## src/rtl/cpu_display_scanner_if.sv

```systemverilog
// rtl/cpu_display_scanner_if.sv - host read port of the display scanner (optional CHANGE_FLAG_EN adds rd_changed)
interface cpu_display_scanner_if;
   logic        rd_en;
   logic        rd_sel;
   logic [4:0]  rd_idx;
   logic [31:0] rd_data;
   logic        rd_valid;
`ifdef CHANGE_FLAG_EN
   logic        rd_changed;

   modport master (output rd_en, output rd_sel, output rd_idx,
                   input rd_data, input rd_valid, input rd_changed);
   modport slave  (input rd_en, input rd_sel, input rd_idx,
                   output rd_data, output rd_valid, output rd_changed);
`else
   modport master (output rd_en, output rd_sel, output rd_idx,
                   input rd_data, input rd_valid);
   modport slave  (input rd_en, input rd_sel, input rd_idx,
                   output rd_data, output rd_valid);
`endif
endinterface

```

## src/rtl/cpu_display_scanner.sv

```systemverilog
// rtl/cpu_display_scanner.sv - scans CPU register/memory display port into a shadow buffer (optional CHANGE_FLAG_EN)
module cpu_display_scanner #(
   parameter logic [31:0] MEM_BASE  = 32'h0000_0000,
   parameter int          MEM_WORDS = 8,
   parameter int          SETTLE    = 1
) (
   input  logic        clk,
   input  logic        resetn,
   input  logic        scan_start,
   input  logic        scan_cont,
   output logic [4:0]  rf_addr,
   output logic [31:0] mem_addr,
   input  logic [31:0] rf_data,
   input  logic [31:0] mem_data,
   input  logic [2:0]  display_state,
   output logic        busy,
   output logic        scan_done,
   output logic [15:0] scan_count,
   output logic [2:0]  snap_state,
   cpu_display_scanner_if.slave host
);

   localparam logic [2:0] S_IDLE     = 3'd0;
   localparam logic [2:0] S_RF_SET   = 3'd1;
   localparam logic [2:0] S_RF_WAIT  = 3'd2;
   localparam logic [2:0] S_RF_CAP   = 3'd3;
   localparam logic [2:0] S_MEM_SET  = 3'd4;
   localparam logic [2:0] S_MEM_WAIT = 3'd5;
   localparam logic [2:0] S_MEM_CAP  = 3'd6;
   localparam logic [2:0] S_DONE     = 3'd7;

   localparam logic [4:0] MEM_LAST  = 5'(MEM_WORDS - 1);
   localparam logic [5:0] MEM_CNT   = 6'(MEM_WORDS);
   localparam bit         HAS_WAIT  = (SETTLE > 0);
   localparam logic [3:0] WAIT_INIT = HAS_WAIT ? 4'(SETTLE - 1) : 4'd0;

   logic [2:0]  state_q, state_d;
   logic [4:0]  idx_q, idx_d;
   logic [3:0]  wait_q, wait_d;
   logic [4:0]  rf_addr_q, rf_addr_d;
   logic [31:0] mem_addr_q, mem_addr_d;
   logic        busy_q, busy_d;
   logic        scan_done_q, scan_done_d;
   logic [15:0] scan_count_q, scan_count_d;
   logic [2:0]  snap_state_q, snap_state_d;
   logic        cap_rf, cap_mem;

   // Memory buffer is always 32 deep; entries past MEM_WORDS are never written and stay 0.
   logic [31:0] rf_buf_q  [32];
   logic [31:0] rf_buf_d  [32];
   logic [31:0] mem_buf_q [32];
   logic [31:0] mem_buf_d [32];
   logic [31:0] rd_data_q, rd_data_d;
   logic        rd_valid_q, rd_valid_d;
   logic        rd_mem_ok;
`ifdef CHANGE_FLAG_EN
   logic [31:0] rf_chg_q, rf_chg_d;
   logic [31:0] mem_chg_q, mem_chg_d;
   logic        rd_changed_q, rd_changed_d;
`endif

   function automatic logic [31:0] mem_addr_of(input logic [4:0] i);
      return MEM_BASE + {25'd0, i, 2'b00};
   endfunction

   // Scan sequencer: addresses are loaded on entry to *_SET so they are stable for SET, WAIT and CAP.
   always_comb begin
      state_d      = state_q;
      idx_d        = idx_q;
      wait_d       = wait_q;
      rf_addr_d    = rf_addr_q;
      mem_addr_d   = mem_addr_q;
      busy_d       = busy_q;
      scan_done_d  = 1'b0;
      scan_count_d = scan_count_q;
      snap_state_d = snap_state_q;
      cap_rf       = 1'b0;
      cap_mem      = 1'b0;
      case (state_q)
         S_IDLE: begin
            if (scan_start || scan_cont) begin
               state_d      = S_RF_SET;
               snap_state_d = display_state;
               busy_d       = 1'b1;
               idx_d        = 5'd0;
               rf_addr_d    = 5'd0;
            end
         end
         S_RF_SET: begin
            if (HAS_WAIT) begin
               wait_d  = WAIT_INIT;
               state_d = S_RF_WAIT;
            end else begin
               state_d = S_RF_CAP;
            end
         end
         S_RF_WAIT: begin
            if (wait_q == 4'd0) state_d = S_RF_CAP;
            else                wait_d  = wait_q - 4'd1;
         end
         S_RF_CAP: begin
            cap_rf = 1'b1;
            if (idx_q == 5'd31) begin
               idx_d      = 5'd0;
               mem_addr_d = mem_addr_of(5'd0);
               state_d    = S_MEM_SET;
            end else begin
               idx_d     = idx_q + 5'd1;
               rf_addr_d = idx_q + 5'd1;
               state_d   = S_RF_SET;
            end
         end
         S_MEM_SET: begin
            if (HAS_WAIT) begin
               wait_d  = WAIT_INIT;
               state_d = S_MEM_WAIT;
            end else begin
               state_d = S_MEM_CAP;
            end
         end
         S_MEM_WAIT: begin
            if (wait_q == 4'd0) state_d = S_MEM_CAP;
            else                wait_d  = wait_q - 4'd1;
         end
         S_MEM_CAP: begin
            cap_mem = 1'b1;
            if (idx_q == MEM_LAST) begin
               idx_d   = 5'd0;
               state_d = S_DONE;
            end else begin
               idx_d      = idx_q + 5'd1;
               mem_addr_d = mem_addr_of(idx_q + 5'd1);
               state_d    = S_MEM_SET;
            end
         end
         S_DONE: begin
            scan_done_d  = 1'b1;
            scan_count_d = scan_count_q + 16'd1;
            busy_d       = 1'b0;
            state_d      = S_IDLE;
         end
         default: state_d = S_IDLE;
      endcase
   end

   // Shadow buffer write on capture.
   always_comb begin
      rf_buf_d  = rf_buf_q;
      mem_buf_d = mem_buf_q;
      if (cap_rf)  rf_buf_d[idx_q]  = rf_data;
      if (cap_mem) mem_buf_d[idx_q] = mem_data;
   end

   // Host read port: reads the pre-capture contents, so a same-cycle capture is not visible yet.
   always_comb begin
      rd_valid_d = host.rd_en;
      rd_data_d  = rd_data_q;
      rd_mem_ok  = ({1'b0, host.rd_idx} < MEM_CNT);
      if (host.rd_en) begin
         if (host.rd_sel) rd_data_d = rd_mem_ok ? mem_buf_q[host.rd_idx] : 32'h0;
         else             rd_data_d = rf_buf_q[host.rd_idx];
      end
   end

`ifdef CHANGE_FLAG_EN
   // Change flags: read clears first, then a differing capture sets, so an unseen change is never lost.
   always_comb begin
      rf_chg_d     = rf_chg_q;
      mem_chg_d    = mem_chg_q;
      rd_changed_d = rd_changed_q;
      if (host.rd_en) begin
         if (host.rd_sel) begin
            rd_changed_d = rd_mem_ok ? mem_chg_q[host.rd_idx] : 1'b0;
            mem_chg_d[host.rd_idx] = 1'b0;
         end else begin
            rd_changed_d = rf_chg_q[host.rd_idx];
            rf_chg_d[host.rd_idx] = 1'b0;
         end
      end
      if (cap_rf && (rf_data != rf_buf_q[idx_q]))    rf_chg_d[idx_q]  = 1'b1;
      if (cap_mem && (mem_data != mem_buf_q[idx_q])) mem_chg_d[idx_q] = 1'b1;
   end
`endif

   // State registers with synchronous active-low reset; reset also clears the buffer.
   always_ff @(posedge clk) begin
      if (!resetn) begin
         state_q      <= S_IDLE;
         idx_q        <= 5'd0;
         wait_q       <= 4'd0;
         rf_addr_q    <= 5'd0;
         mem_addr_q   <= MEM_BASE;
         busy_q       <= 1'b0;
         scan_done_q  <= 1'b0;
         scan_count_q <= 16'd0;
         snap_state_q <= 3'd0;
         rd_data_q    <= 32'h0;
         rd_valid_q   <= 1'b0;
         for (int i = 0; i < 32; i++) begin
            rf_buf_q[i]  <= 32'h0;
            mem_buf_q[i] <= 32'h0;
         end
`ifdef CHANGE_FLAG_EN
         rf_chg_q     <= 32'h0;
         mem_chg_q    <= 32'h0;
         rd_changed_q <= 1'b0;
`endif
      end else begin
         state_q      <= state_d;
         idx_q        <= idx_d;
         wait_q       <= wait_d;
         rf_addr_q    <= rf_addr_d;
         mem_addr_q   <= mem_addr_d;
         busy_q       <= busy_d;
         scan_done_q  <= scan_done_d;
         scan_count_q <= scan_count_d;
         snap_state_q <= snap_state_d;
         rd_data_q    <= rd_data_d;
         rd_valid_q   <= rd_valid_d;
         rf_buf_q     <= rf_buf_d;
         mem_buf_q    <= mem_buf_d;
`ifdef CHANGE_FLAG_EN
         rf_chg_q     <= rf_chg_d;
         mem_chg_q    <= mem_chg_d;
         rd_changed_q <= rd_changed_d;
`endif
      end
   end

   assign rf_addr       = rf_addr_q;
   assign mem_addr      = mem_addr_q;
   assign busy          = busy_q;
   assign scan_done     = scan_done_q;
   assign scan_count    = scan_count_q;
   assign snap_state    = snap_state_q;
   assign host.rd_data  = rd_data_q;
   assign host.rd_valid = rd_valid_q;
`ifdef CHANGE_FLAG_EN
   assign host.rd_changed = rd_changed_q;
`endif

endmodule

```

## src/flat_wrapper.sv

```systemverilog
// flat-port wrapper written by rule: the top's interface ports become plain ports
module cpu_display_scanner_flat 
#(
   parameter logic [31:0] MEM_BASE  = 32'h0000_0000,
   parameter int          MEM_WORDS = 8,
   parameter int          SETTLE    = 1
)
  (clk, resetn, scan_start, scan_cont, rf_addr, mem_addr, rf_data, mem_data, display_state, busy, scan_done, scan_count, snap_state, host_rd_en, host_rd_sel, host_rd_idx, host_rd_data, host_rd_valid);
  cpu_display_scanner_if host_i ();
  input  logic clk;
  input  logic resetn;
  input  logic scan_start;
  input  logic scan_cont;
  output logic [4:0] rf_addr;
  output logic [31:0] mem_addr;
  input  logic [31:0] rf_data;
  input  logic [31:0] mem_data;
  input  logic [2:0] display_state;
  output logic busy;
  output logic scan_done;
  output logic [15:0] scan_count;
  output logic [2:0] snap_state;
  input wire logic [$bits(host_i.rd_en)-1:0] host_rd_en;
  input wire logic [$bits(host_i.rd_sel)-1:0] host_rd_sel;
  input wire logic [$bits(host_i.rd_idx)-1:0] host_rd_idx;
  output wire logic [$bits(host_i.rd_data)-1:0] host_rd_data;
  output wire logic [$bits(host_i.rd_valid)-1:0] host_rd_valid;
  assign host_i.rd_en = host_rd_en;
  assign host_i.rd_sel = host_rd_sel;
  assign host_i.rd_idx = host_rd_idx;
  assign host_rd_data = host_i.rd_data;
  assign host_rd_valid = host_i.rd_valid;
  cpu_display_scanner #(.MEM_BASE(MEM_BASE), .MEM_WORDS(MEM_WORDS), .SETTLE(SETTLE)) u_core (.clk(clk), .resetn(resetn), .scan_start(scan_start), .scan_cont(scan_cont), .rf_addr(rf_addr), .mem_addr(mem_addr), .rf_data(rf_data), .mem_data(mem_data), .display_state(display_state), .busy(busy), .scan_done(scan_done), .scan_count(scan_count), .snap_state(snap_state), .host(host_i));
endmodule
```

## config.mk

```make
export PLATFORM = sky130hd
export DESIGN_NAME = cpu_display_scanner_flat
export DESIGN_NICKNAME = d
export VERILOG_FILES = /design/src/rtl/cpu_display_scanner_if.sv /design/src/rtl/cpu_display_scanner.sv /design/src/flat_wrapper.sv
export SDC_FILE = /design/constraint.sdc
export NUM_CORES = 2
export LEC_CHECK = 0
export CAP_MARGIN = 10
export CORE_MARGIN = 1.5
export CORE_UTILIZATION = 40
export CTS_BUF_LIST = sky130_fd_sc_hd__clkbuf_4 sky130_fd_sc_hd__clkbuf_8
export DETAILED_ROUTE_END_ITERATION = 12
export GPL_ROUTABILITY_DRIVEN = 0
export PLACE_DENSITY_LB_ADDON = 0.1
export SLEW_MARGIN = 0
export SYNTH_ARGS = -nofsm -noshare
export SYNTH_HDL_FRONTEND = slang
export SYNTH_SLANG_ARGS = --single-unit
```

## constraint.sdc

```tcl
create_clock -name clk -period 4.2 [get_ports clk]
set_input_delay 0.84 -clock clk [delete_from_list [all_inputs] [get_ports clk]]
set_output_delay 0.84 -clock clk [all_outputs]
set_load 0.02 [all_outputs]
```

==> flow_summary.ini <==
[outcome]
status = completed

[die]
rows = 144
die_w_microns = 396
design.portCount = 169
dieArea_sq_mm = 0.157
core_area_sq_mm = 0.154
start_util_pct = 40.2
die_y_microns = 396

[layout]
final_area_sq_mm = 0.0702
area_delta_synth_final_pct = 13.3
fillers = 15050
final_nets = 7196
layout-drive-gt1-share_pct = 12.6
post-route-util_pct = 45.6

[yosys]
yosysTopAreaCell = dfxtp_1
synthCells = 7190
netlist_top_cells_count = nand2_1, dfxtp_1, a21boi_1
synth_edf_count = 0
ys_top_cells_by_area = dfxtp_1, nand2_1, a21boi_1
ys_seq_elements = 1356
netlist_area_sq_mm = 0.0619
ys_seq_area_share_pct = 43.9
syn_area_per_cell_sq_um = 8.61
postSynth.asyncResetShare_pct = 0
synthDistinctLibCells = 56
synth_top_area_share_pct = 43.9
synth_most_common_cell = nand2_1
ys.flop_type = dfxtp_1
synth_warnings = 0

[clock_tree]
postCtsSetupBuffers = 0
htree_levels = 4
clkSinkCount = 1356
clk-insertion-delay-late_ns = 0.96
numCtsBuffers = 235
post_cts_resized = 0
cts_root_buffer = clkbuf_8
clk_pin_slew_ns = 0.06
clockBufferDepth = 3
cts_tree = done
hold_buffers = 0

[setup_path]
timing.rr.start = u_core.state_q[0]
critPathLaunch = u_core.host.rd_data[20]
cp.required_ns = 3.36
cp_data_arrival_time_ns = 2.29
slowest_delay_ns = 0.71
cp_num_buf_inv = 1
worstPathMaxFanout = 2
crit_chain = clkdlybuf4s50_1
critPathSlowestCell = clkdlybuf4s50_1
worstSetupStartpointType = flip-flop
cp-end-kind = output port
rrSetupSlack_ns = 1.09
crit_type = reg -> out
crit_family = buffers and inverters

[global_route]
use_met1_pct = 39.0
grt_max_degree = 239
grt_usage_pct = 28.8
grt_pass1_vias = 49525
grt.busiest_layer = met2
use_met3_pct = 4.95
antenna_found_initial = 6
overflow = 0
grt_pass1_wl_mm = 339
met2_usage_pct = 46.5

[timing]
whs_ns = 0.319
max_freq_ghz = 0.319
period_minus_slack_ns = 3.13
tightestPinTransition_ns = 1.39
rsz0062_at_grt = false
setup_viol = 0
tns_ns = 0
hold_viol_final = 0
slew_headroom_pct = 7.06
setup_ws_ns = 1.07
slew_violations = 0
skew_ns = 0.0453
period_share_pct = 74.6

[routing]
routed_wirelength_mm = 232
via_count = 51410
wire_per_inst_microns = 24.8
drt_iter0_drc = 4450
firstDrtPassIters = 6
drc_errors = 0
detail-route-antenna-nets = 0
detail_route.vias_per_cell = 5.51

[pwr]
swShare_pct = 25.2
p_comb_share_pct = 6.9
power.density_mw_per_mm2 = 395
leakage_nw = 24.0
intPower_mw = 20.7
power.switching_mw = 7.00
irDropWorstVdd_v = 0.000340
power.share.clock_pct = 46.4
power_frac_seq_pct = 46.7

[placement]
pre_cts_ws_ns = 0.721
numPortBuffers = 141
dp_hpwl_mm = 137
place_area_sq_mm = 0.0652

[hold_path]
worstHoldPathType = in -> reg
min_from = resetn

[flow_run]
maxCapViolCount = 0
==> sequential cells by signal, indices dropped and copies added (netlist names) <==
register,flops
u_core.rf_buf_q,1024
u_core.mem_buf_q,256
u_core.host.rd_data,32
u_core.scan_count,16
u_core.idx_q,5
u_core.mem_addr,5
u_core.rf_addr,5
u_core.wait_q,4
u_core.snap_state,3
u_core.state_q,3
u_core.busy,1
u_core.host.rd_valid,1
u_core.scan_done,1
==> power by group through the flow <==
stage          logic [mW]  clock network, mW  registers [mW]
2_1_floorplan        1.14                  0            13.2
3_3_place_gp         1.89                  0            13.2
3_5_place_dp         1.89                  0            13.2
4_1_cts              1.89               13.1            13.0
5_1_grt              1.97               13.7            13.0
6_report             1.91               12.9            13.0
==> cell type report <==
type	count	area, sq um	share of cell area [%]
tap	2044	2560	3.64
antenna	1	2.50	0.00357
inverter	6	22.5	0.0321
timing repair buffer	379	3600	5.13
sequential	1356	27100	38.7
clock inverter	32	239	0.341
multi-input combinational	5133	31900	45.4
clock buffer	387	4740	6.76
==> metrics by stage <==
| step | total power, mW | cells |
|---|---|---|
| global route | 28.6 | 9338 |
| CTS | 27.9 | 9337 |
| finish | 27.7 | 9338 |
| floorplan | 14.4 | 7216 |
| global placement | 15.1 | 8918 |
| detailed placement | 15.1 | 8918 |
==> path summary, 6_finish.rpt <==
check,depth (start not counted),endpoint
max,1,host_rd_data[20]
max reg2reg,6,u_core.rf_buf_q[223]
min reg2reg,2,u_core.mem_buf_q[930]
min,2,u_core.mem_buf_q[817]
==> placed cells by master (no fill, tap or decap), types with 33 or more instances in the layout <==
cell type	n
nand2_1	2621
dfxtp_1	1356
a21boi_1	758
a21boi_0	536
mux2i_1	423
clkbuf_8	294
buf_4	208
clkdlybuf4s50_1	137
mux4_2	128
clkbuf_4	93
a21oi_1	73
a22oi_1	67
a22o_1	64
nor2_1	53
nor2b_1	46
a221oi_1	34
nor2_4	33
o22ai_1	33
==> per-layer routing <==
layer	vias up	wire length, microns
met5	-	33
met3	399	14700
met4	6	6900
li1	23932	-
met2	1653	106000
met1	25420	104000
==> cell families (layout without fill, tap and decap cells) <==
group	Yosys count	in the layout	share of synthesized area [%]
AO/OA/AOI/OAI	1678	1678	21.0
XOR/XNOR	15	15	0.212
multiplexers	551	551	11.5
buffers and inverters	727	804	5.36
adder cells (fa/ha/maj)	7	7	0.141
AND/OR/NAND/NOR	2855	2855	18.0
flip-flops	1356	1356	43.9
other	1	28	0.00606
Note: power is estimated with default switching activity, not from simulation.
